===== src/rtl/lsu_ctrl.sv =====
// Multi-cycle load/store unit: one access in flight against a gnt/rvalid memory port, with lane formatting and timeout faults.
// Optional misalignment trap enabled by defining LSU_MISALIGN_TRAP_EN.
module lsu_ctrl #(
    parameter int ADDR_W  = 32,
    parameter int TIMEOUT = 256
) (
    input  logic              clk,
    input  logic              rst,
    input  logic              req_valid,
    output logic              req_ready,
    input  logic              req_we,
    input  logic [1:0]        req_size,
    input  logic              req_unsigned,
    input  logic [ADDR_W-1:0] req_addr,
    input  logic [31:0]       req_wdata,
    input  logic              halt,
    output logic              resp_valid,
    output logic [31:0]       resp_rdata,
    output logic              resp_fault,
    output logic              resp_misalign,
    output logic              mem_req,
    input  logic              mem_gnt,
    output logic [ADDR_W-1:0] mem_addr,
    output logic              mem_we,
    output logic [3:0]        mem_wstrb,
    output logic [31:0]       mem_wdata,
    input  logic              mem_rvalid,
    input  logic [31:0]       mem_rdata
);

    typedef enum logic [1:0] {
        S_IDLE = 2'd0,
        S_REQ  = 2'd1,
        S_WAIT = 2'd2,
        S_RESP = 2'd3
    } state_t;

    localparam int CNT_W = (TIMEOUT < 2) ? 1 : $clog2(TIMEOUT);
    localparam bit TO_EN = (TIMEOUT != 0);
    localparam logic [CNT_W-1:0] CNT_LAST = TO_EN ? CNT_W'(TIMEOUT - 1) : '0;

    state_t            state_q, state_d;
    logic              we_q, we_d;
    logic [1:0]        size_q, size_d;
    logic              uns_q, uns_d;
    logic [ADDR_W-1:0] addr_q, addr_d;
    logic [31:0]       wdata_q, wdata_d;
    logic [31:0]       rdata_q, rdata_d;
    logic              fault_q, fault_d;
    logic [CNT_W-1:0]  cnt_q, cnt_d;
`ifdef LSU_MISALIGN_TRAP_EN
    logic              misalign_q, misalign_d;
`endif

    logic        accept;
    logic        bad_size;
    logic        req_misalign;
    logic        to_hit;
    logic [3:0]  strb_fmt;
    logic [31:0] wdata_fmt;
    logic [7:0]  ld_byte;
    logic [15:0] ld_half;
    logic [31:0] load_fmt;

    assign accept   = (state_q == S_IDLE) && req_valid && !halt;
    assign bad_size = (req_size == 2'b11);
    assign to_hit   = TO_EN && (cnt_q == CNT_LAST);

`ifdef LSU_MISALIGN_TRAP_EN
    assign req_misalign = ((req_size == 2'b01) && req_addr[0]) ||
                          ((req_size == 2'b10) && (req_addr[1:0] != 2'b00));
`else
    assign req_misalign = 1'b0;
`endif

    // Store formatting works off the latched request so the bus stays stable while stalled.
    always_comb begin
        strb_fmt  = 4'b1111;
        wdata_fmt = wdata_q;
        case (size_q)
            2'b00: begin
                strb_fmt  = 4'b0001 << addr_q[1:0];
                wdata_fmt = {4{wdata_q[7:0]}};
            end
            2'b01: begin
                strb_fmt  = addr_q[1] ? 4'b1100 : 4'b0011;
                wdata_fmt = {2{wdata_q[15:0]}};
            end
            default: begin
                strb_fmt  = 4'b1111;
                wdata_fmt = wdata_q;
            end
        endcase
    end

    always_comb begin
        ld_byte = 8'h00;
        case (addr_q[1:0])
            2'b00:   ld_byte = mem_rdata[7:0];
            2'b01:   ld_byte = mem_rdata[15:8];
            2'b10:   ld_byte = mem_rdata[23:16];
            default: ld_byte = mem_rdata[31:24];
        endcase
        ld_half  = addr_q[1] ? mem_rdata[31:16] : mem_rdata[15:0];
        load_fmt = mem_rdata;
        case (size_q)
            2'b00:   load_fmt = {{24{!uns_q && ld_byte[7]}}, ld_byte};
            2'b01:   load_fmt = {{16{!uns_q && ld_half[15]}}, ld_half};
            default: load_fmt = mem_rdata;
        endcase
    end

    always_comb begin
        state_d = state_q;
        we_d    = we_q;
        size_d  = size_q;
        uns_d   = uns_q;
        addr_d  = addr_q;
        wdata_d = wdata_q;
        rdata_d = rdata_q;
        fault_d = fault_q;
        cnt_d   = cnt_q;
`ifdef LSU_MISALIGN_TRAP_EN
        misalign_d = misalign_q;
`endif
        case (state_q)
            S_IDLE: begin
                if (accept) begin
                    we_d    = req_we;
                    size_d  = req_size;
                    uns_d   = req_unsigned;
                    addr_d  = req_addr;
                    wdata_d = req_wdata;
                    rdata_d = 32'h0;
                    fault_d = bad_size || req_misalign;
                    cnt_d   = '0;
`ifdef LSU_MISALIGN_TRAP_EN
                    misalign_d = !bad_size && req_misalign;
`endif
                    state_d = (bad_size || req_misalign) ? S_RESP : S_REQ;
                end
            end
            S_REQ: begin
                if (TO_EN) cnt_d = cnt_q + CNT_W'(1);
                if (mem_gnt) begin
                    state_d = we_q ? S_RESP : S_WAIT;
                end else if (to_hit) begin
                    fault_d = 1'b1;
                    state_d = S_RESP;
                end
            end
            S_WAIT: begin
                if (TO_EN) cnt_d = cnt_q + CNT_W'(1);
                if (mem_rvalid) begin
                    rdata_d = load_fmt;
                    state_d = S_RESP;
                end else if (to_hit) begin
                    fault_d = 1'b1;
                    state_d = S_RESP;
                end
            end
            default: begin
                state_d = S_IDLE;
            end
        endcase
    end

    always_ff @(posedge clk) begin
        if (rst) begin
            state_q <= S_IDLE;
            we_q    <= 1'b0;
            size_q  <= 2'b00;
            uns_q   <= 1'b0;
            addr_q  <= '0;
            wdata_q <= 32'h0;
            rdata_q <= 32'h0;
            fault_q <= 1'b0;
            cnt_q   <= '0;
`ifdef LSU_MISALIGN_TRAP_EN
            misalign_q <= 1'b0;
`endif
        end else begin
            state_q <= state_d;
            we_q    <= we_d;
            size_q  <= size_d;
            uns_q   <= uns_d;
            addr_q  <= addr_d;
            wdata_q <= wdata_d;
            rdata_q <= rdata_d;
            fault_q <= fault_d;
            cnt_q   <= cnt_d;
`ifdef LSU_MISALIGN_TRAP_EN
            misalign_q <= misalign_d;
`endif
        end
    end

    // Bus and response outputs are forced to zero outside their owning state.
    assign req_ready  = (state_q == S_IDLE) && !halt;
    assign resp_valid = (state_q == S_RESP);
    assign resp_rdata = (state_q == S_RESP) ? rdata_q : 32'h0;
    assign resp_fault = (state_q == S_RESP) && fault_q;
`ifdef LSU_MISALIGN_TRAP_EN
    assign resp_misalign = (state_q == S_RESP) && misalign_q;
`else
    assign resp_misalign = 1'b0;
`endif

    assign mem_req   = (state_q == S_REQ);
    assign mem_addr  = (state_q == S_REQ) ? {addr_q[ADDR_W-1:2], 2'b00} : '0;
    assign mem_we    = (state_q == S_REQ) && we_q;
    assign mem_wstrb = (state_q == S_REQ && we_q) ? strb_fmt : 4'b0000;
    assign mem_wdata = (state_q == S_REQ && we_q) ? wdata_fmt : 32'h0;

endmodule


===== config.mk =====
export PLATFORM = sky130hd
export DESIGN_NAME = lsu_ctrl
export DESIGN_NICKNAME = d
export VERILOG_FILES = /design/src/rtl/lsu_ctrl.sv
export SDC_FILE = /design/constraint.sdc
export NUM_CORES = 1
export LEC_CHECK = 0
export ABC_AREA = 1
export CAP_MARGIN = 40
export CORE_MARGIN = 8
export CORE_UTILIZATION = 46
export DETAILED_ROUTE_END_ITERATION = 8
export PLACE_DENSITY = 0.82
export SLEW_MARGIN = 5
export SYNTH_ARGS = -nofsm -noshare
export SYNTH_HDL_FRONTEND = slang
export SYNTH_SLANG_ARGS = --single-unit
export TNS_END_PERCENT = 20

===== constraint.sdc =====
create_clock -name clk -period 5.75 [get_ports clk]
set_clock_uncertainty 0.1 [all_clocks]
set_input_delay 1.725 -clock clk [delete_from_list [all_inputs] [get_ports clk]]
set_output_delay 1.725 -clock clk [all_outputs]
set_load 0.05 [all_outputs]

# [Word level (Yosys, flattened, before mapping)]
# Index checks and enable logic that the tools add are counted.
[totals] register_bits=111 in_bits=106 wordCells=70
[classes] addsub=1 n_shift=1 eq_ne=12 n_mux=27 reduce_logical=20
[op_table] op="one-hot mux 32 bit (2 select lines)" n=3
[op_table] op="two-way mux 32 bit" n=5
[op_table] op="one-hot mux 8 bit (3 select lines)" n=1
[op_table] op="two-way mux 16 bit" n=1
[op_table] op="one-hot mux 8 bit (2 select lines)" n=1
[op_table] op="two-way mux 2 bit" n=5
[op_table] op="adder 8 x 1 -> 8 bit (second input constant)" n=1
[op_table] op="== test 2 bit (second input constant)" n=4
[op_table] op="== test 8 bit (second input constant)" n=1
[op_table] op="two-way mux 4 bit" n=2
[op_table] op="two-way mux 8 bit" n=1
[op_table] op="inequality test 2 bit (second input constant)" n=4
[op_table] op="one-hot mux 4 bit (2 select lines)" n=1
[op_table] op="logical AND 1 bit" n=7
[op_table] op="== test 2 x 1 -> 1 bit (second input constant)" n=3
[op_table] op="logical NOT 2 bit" n=3
[op_table] op="one-hot mux 2 bit (3 select lines)" n=1
[op_table] op="two-way mux 1 bit" n=5
[op_table] op="AND reduction 2 bit" n=2
[op_table] op="AND reduction 4 bit" n=1
[op_table] op="nonzero test 2 bit" n=2
[op_table] op="left shift 1 x 2 -> 4 bit (first input constant)" n=1
[op_table] op="one-hot mux 1 bit (3 select lines)" n=1
[op_table] op="AND reduction 3 bit" n=1
[op_table] op="3 further kinds" n=4

# [Depth between registers and ports, before layout]
# Gate-level depths: netlist (run 1).
[logic_depth] ltp_word=6 depth_mapped=11 mapped_depth_nobuf=10

# [Least setup slack after synthesis (run 1)]
# No wires, ideal clock.
[synth_path] kind="flip-flop to output port" startpoint="register state_q[1]" endpoint="output port mem_wdata[16]" setup_slack_ps=977 arrival_time_ps=2948 path_stages_with_launch=9 required_time_ps=3925 cell_sequence="dfxtp_1 inv_1 ha_1 buf_2 nand2_1 inv_1 clkbuf_1 o21ai_0 a21oi_1"
[synth_via] elab_chain_len=3
[synth_rtl] item="from (decl)" line_no="42" rtl="state_t state_q, state_d;"
[synth_rtl] item="from (signal assigned)" line_no="183" rtl="state_q <= state_d;"
[synth_rtl] item="== test 2 x 1 -> 1 bit"
[synth_rtl] item="named net mem_req" line_no="21" rtl="output logic mem_req,"
[synth_rtl] item="logical AND 1 bit" line_no="213" rtl="assign mem_wdata = (state_q == S_REQ && we_q) ? wdata_fmt : 32'h0;"
[synth_rtl] item="named net mem_we" line_no="24" rtl="output logic mem_we,"
[synth_rtl] item="two-way mux 32 bit" line_no="213"
[synth_rtl] item="to (decl)" line_no="26" rtl="output logic [31:0] mem_wdata,"
# The timed path passes the listed nets, and every way through them passes these cells.

# [Final worst setup path (run 1)]
[layout_path] startpoint="register state_q[1]" endpoint="output port mem_wdata[22]"
[layout_via] elab_chain_len=3
[layout_rtl] item="== test 2 x 1 -> 1 bit" line_no="213"
[layout_rtl] item="logical AND 1 bit" line_no="213"
[layout_rtl] item="two-way mux 32 bit" line_no="213"
# Every way passes these cells.

==> run metrics, run 1 <==
PortBufs=208; Final Cell Area=0.008192 mm2; Area Overhead vs Synth=39.92%; CTS max path bufs=2; wire length per cell=14.99 um; gp weighted congestion=0.8620; DRC Markers=0; final setup violating endpoints=0; Critical Path Max Stage Delay=830 ps; CTS sink cnt=111; FMAX=201.7 MHz; Final period util=0.8621; peak supply drop=149.0 uV; nets=1206; setup TNS=0 ps; # diodes=0; die area=0.01659 mm2; via count=6281; layout cell share with drive strength beyond 1=0.07461; vias in the first global route=6127; Die Ht=128.8 um; DR iter-0 viols=508; critical path cell sequence=inv_1 > ha_1 > buf_4 > nand2_1 > buf_4 > inv_1 > o21ai_0 > a21oi_1 > clkdlybuf4s50_1; Least-Margin Pin Slew=840.9 ps; Root Driver=clkbuf_16; GRT Total Usage=0.2278; I/O pin count=212; area fraction of the dominant cell type after synthesis=0.3796; cells after synthesis=918; Clock Pin Slew Worst Setup and Hold Paths=70 ps; Area after DPL=0.007909 mm2; fin. max-slew vios=0; post-CTS sizing=0; Post-Route Utilization=0.6544; DR pass1 iterations=5; layout filler cell count=1166; Slew headroom=0.4394; initial core utilization=0.4677; PwrDens=313.9 mW/mm2; Synth cell types=37; grt ovf=0; Bufs and invs on worst path=5; Num CTS Buffers=9; Final Non-Filler Cells=1271; wirelength, routed=19.05 mm; HP Class=reg -> reg; Via density=4.942; Synth Warn #=0; dpl cells=1255; CP max stage cell=clkdlybuf4s50_1; outcome=finished clean; Final ANT Viol Nets=0; hold_buf cts=0; unrepaired setup endpoints after global routing=no; Worst R2R Setup Slack=3130 ps; total power=2.571 mW; dpl hpwl=13.64 mm; Worst Path Arrival=3130 ps; Synth area leader=dfxtp_1; kind of critical path=reg -> out; flip-flop and latch count after synthesis=111; Pleak=3.848 nW; fin crit period=4957 ps; Cell Area, Synth=0.005854 mm2; CP max FO=35; register area share after synthesis=0.3796; synth top area cells=dfxtp_1, nand2_1, nor2_1; H-tree levels=3; worst skew pair latency=350 ps; Core Area=0.01252 mm2; post-CTS setup buffer count=0; Top Family by Delay on Critical Path=buffers and inverters; Die W=128.8 um; largest net degree at the start of global routing=83; Mapped Avg Cell Area=6.377 um2; CTS tree=built; final hold violation count=0; critical path capture point type=output pin; required time of the critical path=3920 ps; global-route wire length before repair=30.37 mm; std cell rows=41; initial antenna violation count=1; Worst setup SP type=flop; max-cap viol count=0
[cell families after synthesis]
group                    Yosys count  synth area share
flip-flops                       111            0.3796
AO/OA/AOI/OAI                    207            0.1947
other                              1         0.0006405
AND/OR/NAND/NOR                  423            0.2877
adder cells (fa/ha/maj)            6           0.01282
buffers and inverters            170            0.1246
[layout make-up]
class                      instances  area, um2  share of cell area
multi-input combinational        639       2910              0.3553
sequential                       111       2222              0.2713
timing repair buffer             219       2117              0.2584
inverter                         114      444.2             0.05422
clock buffer                      10      239.0             0.02917
tap                              172      215.2             0.02627
clock inverter                     6      43.79            0.005346
[cells in the final DEF (no fill, tap or decap), types with 2 or more instances in the layout]
cell,synthesis,final
nand2_1,191,191
nor2_1,189,189
clkdlybuf4s50_1,0,186
dfxtp_1,111,111
inv_1,109,109
o21ai_0,106,106
a21oi_1,68,68
buf_4,7,32
nand3_1,26,26
a21oi_2,13,13
clkbuf_16,0,9
o22ai_1,8,8
ha_1,6,6
nand2_2,5,5
a211oi_1,3,3
clkinv_2,1,3
o21ai_1,3,3
conb_1,1,3
nand2_4,2,2
nor3_1,2,2
nor2_2,2,2
nand3_2,2,2
nand4_1,2,2
clkinv_4,0,2
[Yosys cell counts]
cell type and instances:
buf_4 7, nor2_1 189, buf_6 6, a211oi_1 3
inv_1 109, clkinv_8 1, dfxtp_1 111, nand2_2 5
a21oi_4 1, clkinv_1 1, conb_1 1, nor2_2 2
buf_1 2, o21ai_2 1, o21bai_1 1, o21ai_0 106
nor2_4 1, a21oi_1 68, nand2_4 2, nor3_1 2
nand3b_1 1, inv_2 1, a21o_1 1, nand2_1 191
nand4_1 2, clkinv_2 1, nand3_2 2, o21ai_4 1
a21oi_2 13, clkbuf_1 38, inv_4 1, ha_1 6
o21bai_2 1, buf_2 3, nand3_1 26, o22ai_1 8
o21ai_1 3
[layer usage]
layer	routed length, um	share of wire	up-vias	GRT usage
met5	13	0.00068	-	0
met4	249	0.013	2	0.07464
met3	1932	0.10	20	0.08399
met2	8950	0.47	232	0.3793
met1	7903	0.41	2811	0.2652
li1	-	-	3216	-
[power by group]
| group | leakage [nW] | internal (mW) | switching [mW] |
|---|---|---|---|
| clock | 0.139 | 0.308 | 0.295 |
| combinational | 2.80 | 0.320 | 0.688 |
| sequential | 0.907 | 0.886 | 0.0747 |
[sequential cells by signal (all words and copies together) (netlist names), 2 cells and up]
| name | count |
|---|---|
| wdata_q | 32 |
| rdata_q | 32 |
| cnt_q | 8 |
| size_q | 2 |
| state_q | 2 |
| addr_q | 32 |
[tightest hold or removal path, stage by stage (launching register included)]
cell and delay, ps:
dfxtp_1 310, nand2_1 60, a21oi_1 50
[path summary, 6_finish.rpt]
check,startpoint,endpoint,cells past startpoint
worst min register to register,rdata_q[18]$_SDFFE_PP0P_,rdata_q[18]$_SDFFE_PP0P_,2
worst min-delay path,rdata_q[18]$_SDFFE_PP0P_,rdata_q[18]$_SDFFE_PP0P_,2
worst max-delay path,state_q[1]$_SDFFE_PP0P_,mem_wdata[22],9
worst max register to register,state_q[0]$_SDFFE_PP0P_,rdata_q[26]$_SDFFE_PP0P_,10
[through the flow]
step / hold slack (ps) / worst slack (ps)
3_5_place_dp: 355.3 / 791.3
3_3_place_gp: 352.9 / 808.5
2_1_floorplan: 343.2 / 977.2
6_report: 365.5 / 792.9
5_1_grt: 381.3 / 576.5
4_1_cts: 365.6 / 775.8
Power figures use the tool's default switching activity.
==> inputs of run 2 (changes only) <==
==> constraint.sdc (replaced) <==
create_clock -name clk -period 5.75 [get_ports clk]
set_clock_uncertainty 0.1 [all_clocks]
set_input_delay 1.725 -clock clk [delete_from_list [all_inputs] [get_ports clk]]
set_output_delay 1.725 -clock clk [all_outputs]
set_load 0.02 [all_outputs]
==> run metrics, run 2 (synthesis gave the netlist of run 1 again) <==
Post-Route Utilization=0.6625 (was 0.6544); vias in the first global route=6025 (was 6127); CP max FO=11 (was 35); CTS max path bufs=2 (unchanged); layout filler cell count=1146 (was 1166); global-route wire length before repair=30.17 mm (was 30.37 mm); largest net degree at the start of global routing=83 (unchanged); clock power share=0.266 (was 0.234); nets=1204 (was 1206); fin crit period=4922 ps (was 4957 ps); I/O pin count=212 (unchanged); # diodes=0 (unchanged); wire length per cell=14.97 um (was 14.99 um); post-CTS setup buffer count=0 (unchanged); required time of the critical path=3920 ps (about the same); Root Driver=clkbuf_16 (unchanged); gp weighted congestion=0.8552 (was 0.8620); FMAX=203.2 MHz (was 201.7 MHz); DR iter-0 viols=539 (was 508); max-cap viol count=0 (unchanged); DRC Markers=0 (unchanged); fin. max-slew vios=0 (unchanged); unrepaired setup endpoints after global routing=no (unchanged); Pleak=3.820 nW (was 3.848 nW); Final ANT Viol Nets=0 (unchanged); Final period util=0.8560 (was 0.8621); P_int=1.607 mW (was 1.513 mW); H-tree levels=3 (unchanged); final hold violation count=0 (unchanged); PortBufs=208 (unchanged); DR pass1 iterations=5 (unchanged); Area Overhead vs Synth=41.65% (was 39.92%); initial core utilization=0.4677 (unchanged); Core Area=0.01252 mm2 (unchanged); Die Ht=128.8 um (unchanged); commonest non-fill, non-tap cell in the layout=clkdlybuf4s50_1 (was nand2_1); die area=0.01659 mm2 (unchanged); GRT Total Usage=0.2270 (was 0.2278); std cell rows=41 (unchanged); worst skew pair latency=350 ps (about the same); initial antenna violation count=1 (unchanged); Comb pwr share=0.359 (was 0.392); most frequent cells in the layout=clkdlybuf4s50_1, nand2_1, nor2_1 (was nand2_1, nor2_1, clkdlybuf4s50_1); setup TNS=0 ps (unchanged); Via density=4.990 (was 4.942); Die W=128.8 um (unchanged); final setup violating endpoints=0 (unchanged); Slew headroom=0.4470 (was 0.4394); HP Class=reg -> reg (unchanged); post-CTS sizing=0 (unchanged); wirelength, routed=19.00 mm (was 19.05 mm); Num CTS Buffers=9 (unchanged); dpl cells=1253 (was 1255); PwrDens=310.0 mW/mm2 (was 313.9 mW/mm2); grt ovf=0 (unchanged); CTS tree=built (unchanged); Final Non-Filler Cells=1269 (was 1271); via count=6332 (was 6281); outcome=finished clean (unchanged); critical path capture point type=output pin (unchanged); CTS sink cnt=111 (unchanged); layout cell share with drive strength beyond 1=0.05105 (was 0.07461); Clock Pin Slew Worst Setup and Hold Paths=70 ps (about the same); Least-Margin Pin Slew=829.5 ps (was 840.9 ps); Switching Fraction=0.3748 (was 0.4114); net load switching power=0.9635 mW (was 1.058 mW); sequential power share=0.374 (was 0.373); kind of critical path=reg -> out (unchanged); biggest regs=addr_q x32, rdata_q x32, wdata_q x32 (unchanged); Worst setup SP type=flop (unchanged); dpl hpwl=13.88 mm (was 13.64 mm); Worst Path Arrival=3100 ps (was 3130 ps); peak supply drop=187.2 uV (was 149.0 uV); hold_buf cts=0 (unchanged)
-- run 2: cell types whose count changed in the layout (fill, tap and decap cells not counted), sizes merged --
cell           change
clkinvlp           -1
clkdlybuf4s50     +22
clkinv             -3
bufinv             +2
buf               -24
clkbuf             +2
-- run 2: routing by layer --
metal | part of all wire | global-route usage
met5 | 0.00068 | 0
met4 | 0.015 | 0.07049
met3 | 0.11 | 0.09019
met2 | 0.46 | 0.3722
met1 | 0.41 | 0.2666
-- run 2: layout make-up --
cell class              count  area (um2)  area share
inverters                 114       444.2     0.05356
flip-flops and latches    111        2222      0.2680
clock buffers              12       246.5     0.02972
clock inverters             4       77.57    0.009354
well taps                 172       215.2     0.02595
multi-input cells         639        2910      0.3509
repair buffers            217        2177      0.2625
-- run 2: final timing paths --
path	startpoint	to	slack (ps)	cells after the start
worst max-delay path	size_q[1]$_SDFFE_PP0P_	mem_wstrb[2]	830	6
worst min-delay path	rdata_q[19]$_SDFFE_PP0P_	rdata_q[19]$_SDFFE_PP0P_	370	2
worst max register to register	state_q[0]$_SDFFE_PP0P_	cnt_q[4]$_SDFFE_PP0P_	2970	12
worst min register to register	rdata_q[19]$_SDFFE_PP0P_	rdata_q[19]$_SDFFE_PP0P_	370	2
-- run 2: stage by stage --
| step | hold slack (ps) | setup WS [ps] | power [mW] | instance area [um2] |
|---|---|---|---|---|
| CTS | 365.8 | 882.1 | 2.587 | 8293 |
| finish | 366.5 | 827.9 | 2.571 | 8293 |
| detailed placement | 355.3 | 981.9 | 1.899 | 7969 |
| floorplan | 343.2 | 1907 | 1.621 | 5862 |
| global route | 383.6 | 696.8 | 2.732 | 8293 |
| global placement | 353.8 | 1005 | 1.874 | 7919 |
-- run 2: power by group through the flow --
stage | Clock (mW) | Sequential (mW) | Combinational, mW
after floorplan | 0 | 0.948 | 0.674
after global placement | 0 | 0.979 | 0.896
after detailed placement | 0 | 0.975 | 0.924
after CTS | 0.696 | 0.961 | 0.930
after global routing | 0.725 | 0.976 | 1.03
final | 0.684 | 0.962 | 0.924
-- run 2: worst max-delay path, cell delays in order (launching register included) --
cell and delay [ps]:
dfxtp_1 470, buf_6 230, nor2_1 560, clkinv_1 510, o21ai_0 340, a21oi_1 70
clkdlybuf4s50_1 560
==> inputs of run 3 (changes only) <==
--- a/config.mk
+++ b/config.mk
@@ -5,12 +5,11 @@
 export SDC_FILE = /design/constraint.sdc
 export NUM_CORES = 1
 export LEC_CHECK = 0
-export ABC_AREA = 1
 export CAP_MARGIN = 40
 export CORE_MARGIN = 8
 export CORE_UTILIZATION = 46
 export DETAILED_ROUTE_END_ITERATION = 8
-export PLACE_DENSITY = 0.82
+export PLACE_DENSITY = 0.83
 export SLEW_MARGIN = 5
 export SYNTH_ARGS = -nofsm -noshare
 export SYNTH_HDL_FRONTEND = slang
==> run metrics, run 3 <==
outcome=finished clean (unchanged); via count=5649 (was 6332); global-route wire length before repair=28.59 mm (was 30.17 mm); largest net degree at the start of global routing=77 (was 83); CTS max path bufs=2 (unchanged); register area share after synthesis=0.3973 (was 0.3796); DR pass1 iterations=5 (unchanged); hold_buf cts=0 (unchanged); synth top area cells=dfxtp_1, nand2_1, a21oi_1 (was dfxtp_1, nand2_1, nor2_1); CTS tree=built (unchanged); Slew headroom=0.4210 (was 0.4470); initial core utilization=0.4676 (was 0.4677); Synth Warn #=0 (unchanged); fin. max-slew vios=0 (unchanged); final setup violating endpoints=0 (unchanged); unrepaired setup endpoints after global routing=no (unchanged); gp weighted congestion=0.9130 (was 0.8552); top_reg_cell synth=dfxtp_1 (unchanged); FF+latch area=0.002223 mm2 (was 0.002222 mm2); std cell rows=40 (was 41); Root Driver=clkbuf_16 (unchanged); # diodes=0 (unchanged); DRC Markers=0 (unchanged); nets=1001 (was 1204); post-CTS setup buffer count=0 (unchanged); most frequent cells in the layout=clkdlybuf4s50_1, nand2_1, a21oi_1 (was clkdlybuf4s50_1, nand2_1, nor2_1); Pleak=2.828 nW (was 3.820 nW); grt ovf=0 (unchanged); Core Area=0.01196 mm2 (was 0.01252 mm2); dpl hpwl=13.41 mm (was 13.88 mm); critical path cell sequence=clkdlybuf4s50_1 > nor2b_1 > clkdlybuf4s50_1 (was buf_6 > nor2_1 > clkinv_1 > o21ai_0 > a21oi_1 > clkdlybuf4s50_1); worst skew pair latency=350 ps (about the same); Critical Path Max Stage Delay=640 ps (was 560 ps); final hold violation count=0 (unchanged); r2r worst-path depth=4 (was 12); Die Ht=126.3 um (was 128.8 um); vias in the first global route=5304 (was 6025); CP dominant cell by count=clkdlybuf4s50_1; most common cell in the netlist=nand2_1 (unchanged); Worst Path Arrival=2990 ps (was 3100 ps); layout cell share with drive strength beyond 1=0.05817 (was 0.05105); commonest non-fill, non-tap cell in the layout=clkdlybuf4s50_1 (unchanged); flip-flop and latch count after synthesis=111 (unchanged); area fraction of the dominant cell type after synthesis=0.3973 (was 0.3796); FMAX=207.7 MHz (was 203.2 MHz); I/O pin count=212 (unchanged); Cell Area, Synth=0.005593 mm2 (was 0.005854 mm2); biggest regs=addr_q x32, rdata_q x32, wdata_q x32 (unchanged); HP Class=reg -> reg (unchanged); Final period util=0.8372 (was 0.8560); DP Worst Slack=930.2 ps (was 981.9 ps); Worst setup SP type=input port (was flop); Num CTS Buffers=9 (unchanged); CTS sink cnt=111 (unchanged); max-cap viol count=0 (unchanged); worst hold stages=2 (unchanged); hold path start=addr_q[17]$_SDFFE_PP0P_ (was rdata_q[19]$_SDFFE_PP0P_); Least-Margin Pin Slew=861.8 ps (was 829.5 ps); critical path capture point type=output pin (unchanged); Synth area leader=dfxtp_1 (unchanged); PwrDens=251.1 mW/mm2 (was 310.0 mW/mm2); initial antenna violation count=0 (was 1); wire length per cell=17.41 um (was 14.97 um); R2R Path Start=addr_q[1]$_SDFFE_PP0P_ (was state_q[0]$_SDFFE_PP0P_); CP max stage cell=clkdlybuf4s50_1 (was nor2_1); post-CTS sizing=0 (unchanged); Final ANT Viol Nets=0 (unchanged); GRT Total Usage=0.2211 (was 0.2270); reg2reg end=rdata_q[25]$_SDFFE_PP0P_ (was cnt_q[4]$_SDFFE_PP0P_); Clock Pin Slew Worst Setup and Hold Paths=70 ps (about the same); DR iter-0 viols=525 (was 539); Post-synth top cells=nand2_1, a21oi_1, dfxtp_1 (was nand2_1, nor2_1, dfxtp_1); wirelength, routed=18.12 mm (was 19.00 mm); Hold Path End=addr_q[17]$_SDFFE_PP0P_ (was rdata_q[19]$_SDFFE_PP0P_); die area=0.01594 mm2 (was 0.01659 mm2); fin crit period=4814 ps (was 4922 ps); H-tree levels=3 (unchanged); Via density=5.427 (was 4.990); CP max FO=3 (was 11); setup TNS=0 ps (unchanged); PortBufs=208 (unchanged); Area Overhead vs Synth=43.18% (was 41.65%); peak supply drop=161.9 uV (was 187.2 uV); Mapped Avg Cell Area=7.811 um2 (was 6.377 um2); Post-synth EDFFs=0 (unchanged); Worst R2R Setup Slack=3380 ps (was 2970 ps); required time of the critical path=3920 ps (about the same); cells after synthesis=716 (was 918); Die W=126.3 um (was 128.8 um); kind of critical path=in -> out (was reg -> out); post-synthesis async set-or-reset flop share=0 (unchanged); Synth cell types=53 (was 37); layout filler cell count=1014 (was 1146); Final WS setup=935.8 ps (was 827.9 ps); Multi-input gate area=0.003079 mm2 (was 0.002910 mm2)
==> run 3: per-layer routing <==
metal / wire length (um) / GRT usage
met5: 0 / 0
met4: 406 / 0.08209
met3: 1647 / 0.07511
met2: 8573 / 0.3579
met1: 7491 / 0.2662
==> run 3: cell families after synthesis <==
| logic type | count (synthesis) | share of synthesized area |
|---|---|---|
| adders and majority gates | 6 | 0.01342 |
| muxes | 27 | 0.05213 |
| other | 1 | 0.0006705 |
| DFF | 111 | 0.3973 |
| and+or+nand+nor | 305 | 0.2524 |
| buffers and inverters | 68 | 0.05481 |
| AOI/OAI and AO/OA | 196 | 0.2262 |
| xor gates and xnor gates | 2 | 0.003133 |
==> run 3: critical path: cells and delay by family <==
family,cells,cell delay [ps]
buffers and inverters,2,1070
and+or+nand+nor,1,190
==> run 3: power breakdown <==
part	switching [mW]	total, mW	internal (mW)
Sequential	0.0457	0.866	0.820
Clock	0.281	0.632	0.350
Combinational	0.294	0.513	0.218
==> run 3: through the flow <==
stage	utilization	cells	cell area (um2)	hold WS (ps)	total power [mW]
6_report	0.6695	1041	8008	348.3	2.010
5_1_grt	0.6695	1041	8008	365.2	2.125
4_1_cts	0.6695	1041	8008	352.0	2.025
3_5_place_dp	0.6444	1025	7707	339.4	1.396
3_3_place_gp	0.6395	1021	7650	337.0	1.380
2_1_floorplan	-	718	5600	324.2	1.200
==> run 3: how the worst max path moves through the flow <==
stage               start   endpoint  slack [ps]
global placement     halt  req_ready         940
floorplan            halt  req_ready        1860
detailed placement   halt  req_ready         930
global route         halt  req_ready         880
finish               halt  req_ready         940
CTS                  halt  req_ready         930
==> run 3: layout make-up <==
type	instances	share of cell area
Multi-Input combinational cell	539	0.3845
Sequential cell	111	0.2777
Timing Repair Buffer	219	0.2731
Clock buffer	11	0.03031
Tap cell	147	0.02297
Clock inverter	5	0.007187
Inverter	9	0.004219
